## src/rtl/jtdd_sdram_sched.sv

```systemverilog
// Round-robin read scheduler: four ROM slots, each with a one-word cache, share one
// SDRAM read port through a req/ack/rdy handshake. Refresh is allowed only while idle.
module jtdd_sdram_sched #(
  parameter logic [21:0] OFFSET0 = 22'h0,
  parameter logic [21:0] OFFSET1 = 22'h0,
  parameter logic [21:0] OFFSET2 = 22'h0,
  parameter logic [21:0] OFFSET3 = 22'h0
) (
  input  logic        clk,
  input  logic        rst,
  input  logic        downloading,
  input  logic        slot0_cs,
  input  logic        slot1_cs,
  input  logic        slot2_cs,
  input  logic        slot3_cs,
  input  logic [21:0] slot0_addr,
  input  logic [21:0] slot1_addr,
  input  logic [21:0] slot2_addr,
  input  logic [21:0] slot3_addr,
  output logic [15:0] slot0_dout,
  output logic [15:0] slot1_dout,
  output logic [15:0] slot2_dout,
  output logic [15:0] slot3_dout,
  output logic        slot0_ok,
  output logic        slot1_ok,
  output logic        slot2_ok,
  output logic        slot3_ok,
  output logic        sdram_req,
  output logic [21:0] sdram_addr,
  input  logic        sdram_ack,
  input  logic        data_rdy,
  input  logic [31:0] data_read,
  output logic        refresh_en,
  output logic        ready
);

  typedef enum logic [1:0] {IDLE, REQ, WAIT} state_t;

  state_t      state_reg, state_next;
  logic [3:0]  cs;
  logic [21:0] addr   [4];
  logic [21:0] offset [4];
  logic [3:0]  valid_reg;
  logic [20:0] tag_reg  [4];
  logic [31:0] data_reg [4];
  logic [3:0]  hit, miss, ok;
  logic [15:0] dout [4];
  logic        any_miss;
  logic        found;
  logic [1:0]  pick;
  logic [1:0]  gnt_reg, gnt_next;
  logic [1:0]  rr_reg, rr_next;
  logic [20:0] tag_req_reg, tag_req_next;
  logic        req_next;
  logic [21:0] sdram_addr_next;
  logic        fill;

  assign cs        = {slot3_cs, slot2_cs, slot1_cs, slot0_cs};
  assign addr[0]   = slot0_addr;
  assign addr[1]   = slot1_addr;
  assign addr[2]   = slot2_addr;
  assign addr[3]   = slot3_addr;
  assign offset[0] = OFFSET0;
  assign offset[1] = OFFSET1;
  assign offset[2] = OFFSET2;
  assign offset[3] = OFFSET3;

  generate
    for (genvar gi = 0; gi < 4; gi++) begin : g_slot
      assign hit[gi]  = valid_reg[gi] && (tag_reg[gi] == addr[gi][21:1]);
      assign miss[gi] = cs[gi] && !hit[gi];
      assign ok[gi]   = cs[gi] && hit[gi];
      assign dout[gi] = addr[gi][0] ? data_reg[gi][31:16] : data_reg[gi][15:0];
    end
  endgenerate

  assign any_miss   = |miss;
  assign slot0_ok   = ok[0];
  assign slot1_ok   = ok[1];
  assign slot2_ok   = ok[2];
  assign slot3_ok   = ok[3];
  assign slot0_dout = dout[0];
  assign slot1_dout = dout[1];
  assign slot2_dout = dout[2];
  assign slot3_dout = dout[3];

  // First missing slot at or after the round-robin pointer, wrapping modulo 4.
  always_comb begin
    found = 1'b0;
    pick  = rr_reg;
    for (int k = 0; k < 4; k++) begin
      logic [1:0] idx;
      idx = rr_reg + 2'(k);
      if (!found && miss[idx]) begin
        found = 1'b1;
        pick  = idx;
      end
    end
  end

  always_comb begin
    state_next      = state_reg;
    gnt_next        = gnt_reg;
    rr_next         = rr_reg;
    tag_req_next    = tag_req_reg;
    req_next        = sdram_req;
    sdram_addr_next = sdram_addr;
    fill            = 1'b0;
    case (state_reg)
      IDLE: begin
        if (any_miss) begin
          gnt_next        = pick;
          rr_next         = pick + 2'd1;
          tag_req_next    = addr[pick][21:1];
          sdram_addr_next = {addr[pick][21:1], 1'b0} + offset[pick];
          req_next        = 1'b1;
          state_next      = REQ;
        end
      end
      // An rdy arriving with the ack is deliberately not treated as data.
      REQ: begin
        if (sdram_ack) begin
          req_next   = 1'b0;
          state_next = WAIT;
        end
      end
      WAIT: begin
        if (data_rdy) begin
          fill       = 1'b1;
          state_next = IDLE;
        end
      end
      default: state_next = IDLE;
    endcase
  end

  always_ff @(posedge clk) begin
    if (rst || downloading) begin
      state_reg  <= IDLE;
      sdram_req  <= 1'b0;
      valid_reg  <= '0;
      ready      <= 1'b0;
      refresh_en <= 1'b0;
      if (rst) begin
        sdram_addr  <= '0;
        rr_reg      <= '0;
        gnt_reg     <= '0;
        tag_req_reg <= '0;
      end
    end else begin
      state_reg   <= state_next;
      sdram_req   <= req_next;
      sdram_addr  <= sdram_addr_next;
      rr_reg      <= rr_next;
      gnt_reg     <= gnt_next;
      tag_req_reg <= tag_req_next;
      ready       <= 1'b1;
      refresh_en  <= (state_reg == IDLE) && !any_miss;
      if (fill) valid_reg[gnt_reg] <= 1'b1;
    end
  end

  // The fill always uses the tag latched at grant time, not the live slot address.
  always_ff @(posedge clk) begin
    if (rst) begin
      for (int k = 0; k < 4; k++) begin
        tag_reg[k]  <= '0;
        data_reg[k] <= '0;
      end
    end else if (fill && !downloading) begin
      tag_reg[gnt_reg]  <= tag_req_reg;
      data_reg[gnt_reg] <= data_read;
    end
  end

endmodule

```

## config.mk

```make
export PLATFORM = sky130hd
export DESIGN_NAME = jtdd_sdram_sched
export DESIGN_NICKNAME = d
export VERILOG_FILES = /design/src/rtl/jtdd_sdram_sched.sv
export SDC_FILE = /design/constraint.sdc
export NUM_CORES = 1
export LEC_CHECK = 0
export BUFFER_PORTS_ARGS = -buffer_cell sky130_fd_sc_hd__buf_4
export CORE_UTILIZATION = 29
export DETAILED_ROUTE_END_ITERATION = 7
export GPL_TIMING_DRIVEN = 0
export PLACE_DENSITY = 0.6
export SYNTH_ARGS = -nofsm -noshare
export SYNTH_HDL_FRONTEND = slang
export SYNTH_SLANG_ARGS = --single-unit
```

## constraint.sdc

```tcl
create_clock -name clk -period 3.9 [get_ports clk]
set_clock_uncertainty 0.05 [all_clocks]
set_input_delay 0.39 -clock clk [delete_from_list [all_inputs] [get_ports clk]]
set_output_delay 0.39 -clock clk [all_outputs]
set_load 0.03 [all_outputs]
```

==> results by group, run 1 <==
Status
  – Outcome: finished clean

Die
  – Ports: 222
  – Die X-Extent: 198.4 um
  – Die Span Y: 198.4 um
  – # rows: 71
  – Initial Util: 0.2957
  – Core area: 37840 um2
  – Die Area: 39380 um2

Worst setup path
  – Top cell by count, worst path: o21ai_1
  – Cell Chain, Critical Path: xor2_1, nor4_1, nand4_1, o21ai_1, o311ai_0, o21ai_1, or2_2, buf_2, o22ai_1
  – Worst path slowest cell: nor4_1
  – Crit path required time: 4110 ps
  – CP Data Arrival Time: 3810 ps
  – CP Class: register to register
  – Slowest stage delay, CP: 630 ps
  – CP max FO: 10
  – CP startpoint kind: register
  – R2r worst-path depth: 9
  – CP Capture Type: register

CTS
  – Clock Sinks: 246
  – Total CTS buffers: 28
  – Worst skew pair latency: 540 ps
  – Root buffer cell: clkbuf_16
  – H-tree depth: 1
  – CTS tree: built
  – Hold Buf Count CTS: 0
  – Longest Clk Path Bufs: 3
  – # Post-CTS Setup Buffers: 0
  – Reg clk slew, reported paths: 60 ps

Synth
  – Seq/Total Area, Yosys: 0.6521
  – Main synth FF type: edfxtp_1
  – Cells after Synth: 864
  – Cell area after synthesis: 11190 um2
  – Post-synth top area share: 0.6360
  – Dominant cell type by area after synthesis: edfxtp_1
  – Largest family of logic cells by synthesized area: simple AND/OR/NAND/NOR gates
  – Avg Cell Area, Syn: 12.95 um2
  – Post-Synth XOR/XNOR Area: 0.06653
  – Async S/R FF share, synth: 0
  – Post-synth EDFFs: 237
  – Yosys cell types: 41
  – Commonest cells post-synth: edfxtp_1, nor2_1, inv_1
  – Synth Area in Compound Gates: 0.02851
  – Syn nets: 993
  – Ranking of synthesized cells by area: edfxtp_1, mux2_2, xor2_1
  – Synth Register Bits: 246
  – Ys Warns: 0
  – Adder-Cell Fraction of Synth Area: 0
  – Post-synthesis simple-gate area fraction: 0.1086
  – Count leader, synth: edfxtp_1
  – Multiplexer share of the synthesized area: 0.1020

Power
  – Leakage: 5.876 nW
  – Pwr per Cell Area: 437.9 nW/um2
  – VDD IR max: 0.2805 mV
  – Final Total Pwr: 6.311 mW

Worst hold path
  – Hold path depth: 2
  – Worst hold path type: primary input to register

Placement
  – GPL Wtd Cong: 0.8313
  – Port Buffers: 216
  – Post-DP HPWL: 26550 um
  – Pre-CTS setup slack: 114.0 ps
  – Placed instance area: 13580 um2

STA
  – RSZ-0062 raised after global routing: no
  – Total Neg Setup Slack: 0 ps
  – Hold_ws: 93.78 ps
  – Final Hold Fails: 0
  – Setup ws final: 297.2 ps
  – Final setup viols: 0
  – Worst-margin pin slew: 991.9 ps
  – Final period utilization: 0.9238
  – Slew HR: 0.3370
  – Fmax: 0.2776 GHz
  – Final slew viol count: 0
  – Tmin final: 3603 ps

Route
  – DR vias/cell: 4.672
  – Routed Antenna Nets: 0
  – Pre-Repair DR Iteration Count: 5
  – Per-cell routed wire length: 22.40 um
  – Vias: 7690
  – Total wire length: 36860 um
  – DRC: 0
  – Drt initial violations: 551

GRT
  – Largest net degree at the start of global routing: 54
  – First-pass GRT wire length: 52260 um
  – Vias in the first global route: 7837
  – Total track usage: 0.1853
  – Antenna violations before repair: 5
  – Total gr overflow: 0

Cells and area
  – Area growth syn-to-layout: 28.79%
  – Share of cells above drive strength 1: 0.3022
  – Fin nets: 1243
  – Post-route cell area: 14410 um2
  – Max FFs per register: 128
  – N_diodes: 0

Flow run
  – # Max-Cap Violations: 0
-- path summary, 6_finish.rpt --
| kind | startpoint | end | slack [ps] |
|---|---|---|---|
| min reg2reg | valid_reg[2]$_SDFFE_PN0P_ | valid_reg[2]$_SDFFE_PN0P_ | 400 |
| min | data_read[15] | data_reg[0][15]$_SDFFCE_PN0P_ | 90 |
| max | tag_reg[1][12]$_SDFFCE_PN0P_ | tag_req_reg[3]$_SDFFCE_PN0P_ | 300 |
| max reg2reg | tag_reg[1][12]$_SDFFCE_PN0P_ | tag_req_reg[3]$_SDFFCE_PN0P_ | 300 |
-- final cells by class --
cell class / count / area (um2)
Fill cell: 3695 / 23430
Sequential cell: 246 / 7297
Multi-Input combinational cell: 513 / 3463
Timing Repair Buffer: 220 / 1717
Clock buffer: 33 / 740.7
Tap cell: 511 / 639.4
Inverter: 65 / 244.0
Buffer: 40 / 226.5
Clock inverter: 18 / 85.08
-- metrics by stage --
stage	cells	utilization
2_1_floorplan	864	-
3_3_place_gp	1591	0.3557
3_5_place_dp	1595	0.3589
4_1_cts	1646	0.3807
5_1_grt	1646	0.3808
6_report	1646	0.3808
-- routing by layer --
| layer | global-route usage | wire length [um] | vias to the layer above |
|---|---|---|---|
| li1 | - | - | 3519 |
| met1 | 0.2485 | 16090 | 3842 |
| met2 | 0.3005 | 17050 | 262 |
| met3 | 0.04476 | 2886 | 61 |
| met4 | 0.04558 | 803 | 6 |
| met5 | 0 | 43 | - |
-- layout by cell type (no fill, tap or decap), types with 4 or more instances in the layout --
cell type  count
inv_1         65
xnor2_1       23
mux2_2        64
and2_1        37
clkinv_1       9
o22ai_1       20
xor2_1        62
clkinv_2       7
nand2_1       61
clkbuf_1      31
nor2_1       133
edfxtp_1     237
buf_12         5
nor3_1         6
buf_2          4
mux2i_1       42
clkbuf_16     29
nor4_1        16
nand4_1        9
buf_4        217
a21oi_1        8
dfxtp_1        9
-- power breakdown --
group          total, mW  switching [mW]  internal [mW]
clock network       2.41            1.06           1.35
registers           3.07          0.0557           3.01
logic              0.839           0.491          0.348
-- worst max-delay path: cells and delay by family (launching register included) --
kind / cells / cell delay [ps]
xor+xnor: 1 / 170
compound gates: 4 / 1260
simple gates: 3 / 1080
flops: 1 / 380
buf+inv: 1 / 370
-- cells by family after synthesis --
kind of cell,after synthesis
other,1
AOI/OAI and AO/OA,48
DFF,246
muxes,106
and+or+nand+nor,273
xor gates and xnor gates,85
buffers and inverters,105
-- timing repair --
action | in CTS | in global routing
gates resized for setup | 0 | 1
endpoints found under the hold margin | 0 | 0
endpoints found under the setup margin | 0 | 53
(Power assumes the default switching activity.)
==> run 2: changes to the inputs <==
--- a/config.mk
+++ b/config.mk
@@ -8,7 +8,6 @@
 export BUFFER_PORTS_ARGS = -buffer_cell sky130_fd_sc_hd__buf_4
 export CORE_UTILIZATION = 29
 export DETAILED_ROUTE_END_ITERATION = 7
-export GPL_TIMING_DRIVEN = 0
 export PLACE_DENSITY = 0.6
 export SYNTH_ARGS = -nofsm -noshare
 export SYNTH_HDL_FRONTEND = slang
==> run 2 against run 1 <==
Compared with the run above:
- flip-flop and latch count unchanged
- worst setup slack gained 65 ps
- sequential power barely moved
- highest routed layer is now met4
- final area down 0.22%
- register-to-register slack improved by 60 ps
- maximum frequency rose by 1.8%
- clock power up 6%
- die area unchanged
- via count shrank 3.0%
- cell count decreased by 1.4%
- total power grew 1.6%
==> results by group, run 2 (synthesized netlist as in run 1, its figures left out) <==
Route
  – DRC: 0
  – Total wire length: 33330 um
  – Vias: 7462
  – DR vias/cell: 4.598
  – Pre-Repair DR Iteration Count: 5
  – Routed Antenna Nets: 0
  – Per-cell routed wire length: 20.53 um
  – Drt initial violations: 459

Placement
  – Pre-CTS setup slack: 359.0 ps
  – GPL Wtd Cong: 0.8130
  – Placed cells: 1571
  – Placed instance area: 13500 um2
  – Post-DP HPWL: 22990 um
  – Port Buffers: 220

CTS
  – Worst skew pair latency: 540 ps
  – CTS tree: built
  – # Post-CTS Setup Buffers: 0
  – Total CTS buffers: 28
  – Longest Clk Path Bufs: 3
  – Clock Sinks: 246
  – Reg clk slew, reported paths: 60 ps
  – Root buffer cell: clkbuf_16
  – Hold Buf Count CTS: 0
  – CTS resizes: 0
  – H-tree depth: 1

STA
  – RSZ-0062 raised after global routing: no
  – Final setup viols: 0
  – Worst-margin pin slew: 851.4 ps
  – Total Neg Setup Slack: 0 ps
  – Hold_ws: 87.49 ps
  – Setup ws final: 361.8 ps
  – Final Hold Fails: 0
  – Final period utilization: 0.9072
  – Tmin final: 3538 ps
  – Slew HR: 0.4324
  – Final slew viol count: 0
  – Fmax: 0.2826 GHz

Die
  – Core area: 37840 um2
  – Initial Util: 0.2957
  – Die Area: 39380 um2
  – # rows: 71
  – Die X-Extent: 198.4 um
  – Die Span Y: 198.4 um
  – Ports: 222

Worst setup path
  – CP Capture Type: register
  – CP Data Arrival Time: 3750 ps
  – Crit path required time: 4110 ps
  – CP startpoint kind: register
  – CP Class: register to register
  – CP max FO: 21

Cells and area
  – Fin nets: 1219
  – Final Non-Filler Cells: 1623
  – Util after Layout: 0.3800
  – Commonest cells after routing, fill and taps aside: edfxtp_1, buf_4, nor2_1
  – Max FFs per register: 128
  – Area growth syn-to-layout: 28.51%
  – N_diodes: 0
  – Commonest non-fill, non-tap cell in the layout: edfxtp_1
  – Share of cells above drive strength 1: 0.3121
  – Post-route cell area: 14380 um2

Worst hold path
  – Worst hold path type: primary input to register

Power
  – Final Total Pwr: 6.409 mW
  – VDD IR max: 0.2983 mV
  – Pwr per Cell Area: 445.6 nW/um2
  – Leakage: 5.882 nW

GRT
  – Antenna violations before repair: 0
  – First-pass GRT wire length: 48490 um
  – Largest net degree at the start of global routing: 55
  – Total track usage: 0.1675
  – Total gr overflow: 0
  – Vias in the first global route: 7642

Flow run
  – # Max-Cap Violations: 0

Status
  – Outcome: finished clean
[run 2: layout make-up]
type	instances	area (um2)
Tap cell	511	639.4
Fill cell	3702	23460
Clock buffer	39	773.2
Multi-Input combinational cell	513	3477
Clock inverter	13	103.9
Timing Repair Buffer	236	1847
Inverter	65	244.0
Sequential cell	246	7297
[run 2: worst paths after layout]
check,from,to,slack [ps],cells after the start
worst max-delay path,tag_reg[1][12]$_SDFFCE_PN0P_,tag_req_reg[3]$_SDFFCE_PN0P_,360,8
worst max register to register,tag_reg[1][12]$_SDFFCE_PN0P_,tag_req_reg[3]$_SDFFCE_PN0P_,360,8
worst min-delay path,data_read[4],data_reg[0][4]$_SDFFCE_PN0P_,90,2
worst min register to register,valid_reg[2]$_SDFFE_PN0P_,valid_reg[2]$_SDFFE_PN0P_,400,2
[run 2: critical path, stage by stage, from the launching register on]
cell and delay, ps:
edfxtp_1 370, xor2_1 170, nor4_1 680, nand4_1 250, o21ai_1 500, o311ai_0 250, o21ai_1 210, or2_2 600
o22ai_1 150
[run 2: power by group]
part	internal, mW	switching (mW)	leakage [nW]
sequential	3.01	0.0568	2.52
combinational	0.333	0.461	2.94
clock	1.50	1.05	0.425
[run 2: routing by layer]
layer / track usage / vias up / part of all wire
met1: 0.2317 / 3724 / 0.45
li1: - / 3465 / -
met5: 0 / - / 0
met4: 0.03561 / 0 / 0.014
met2: 0.2775 / 235 / 0.48
met3: 0.02492 / 38 / 0.057
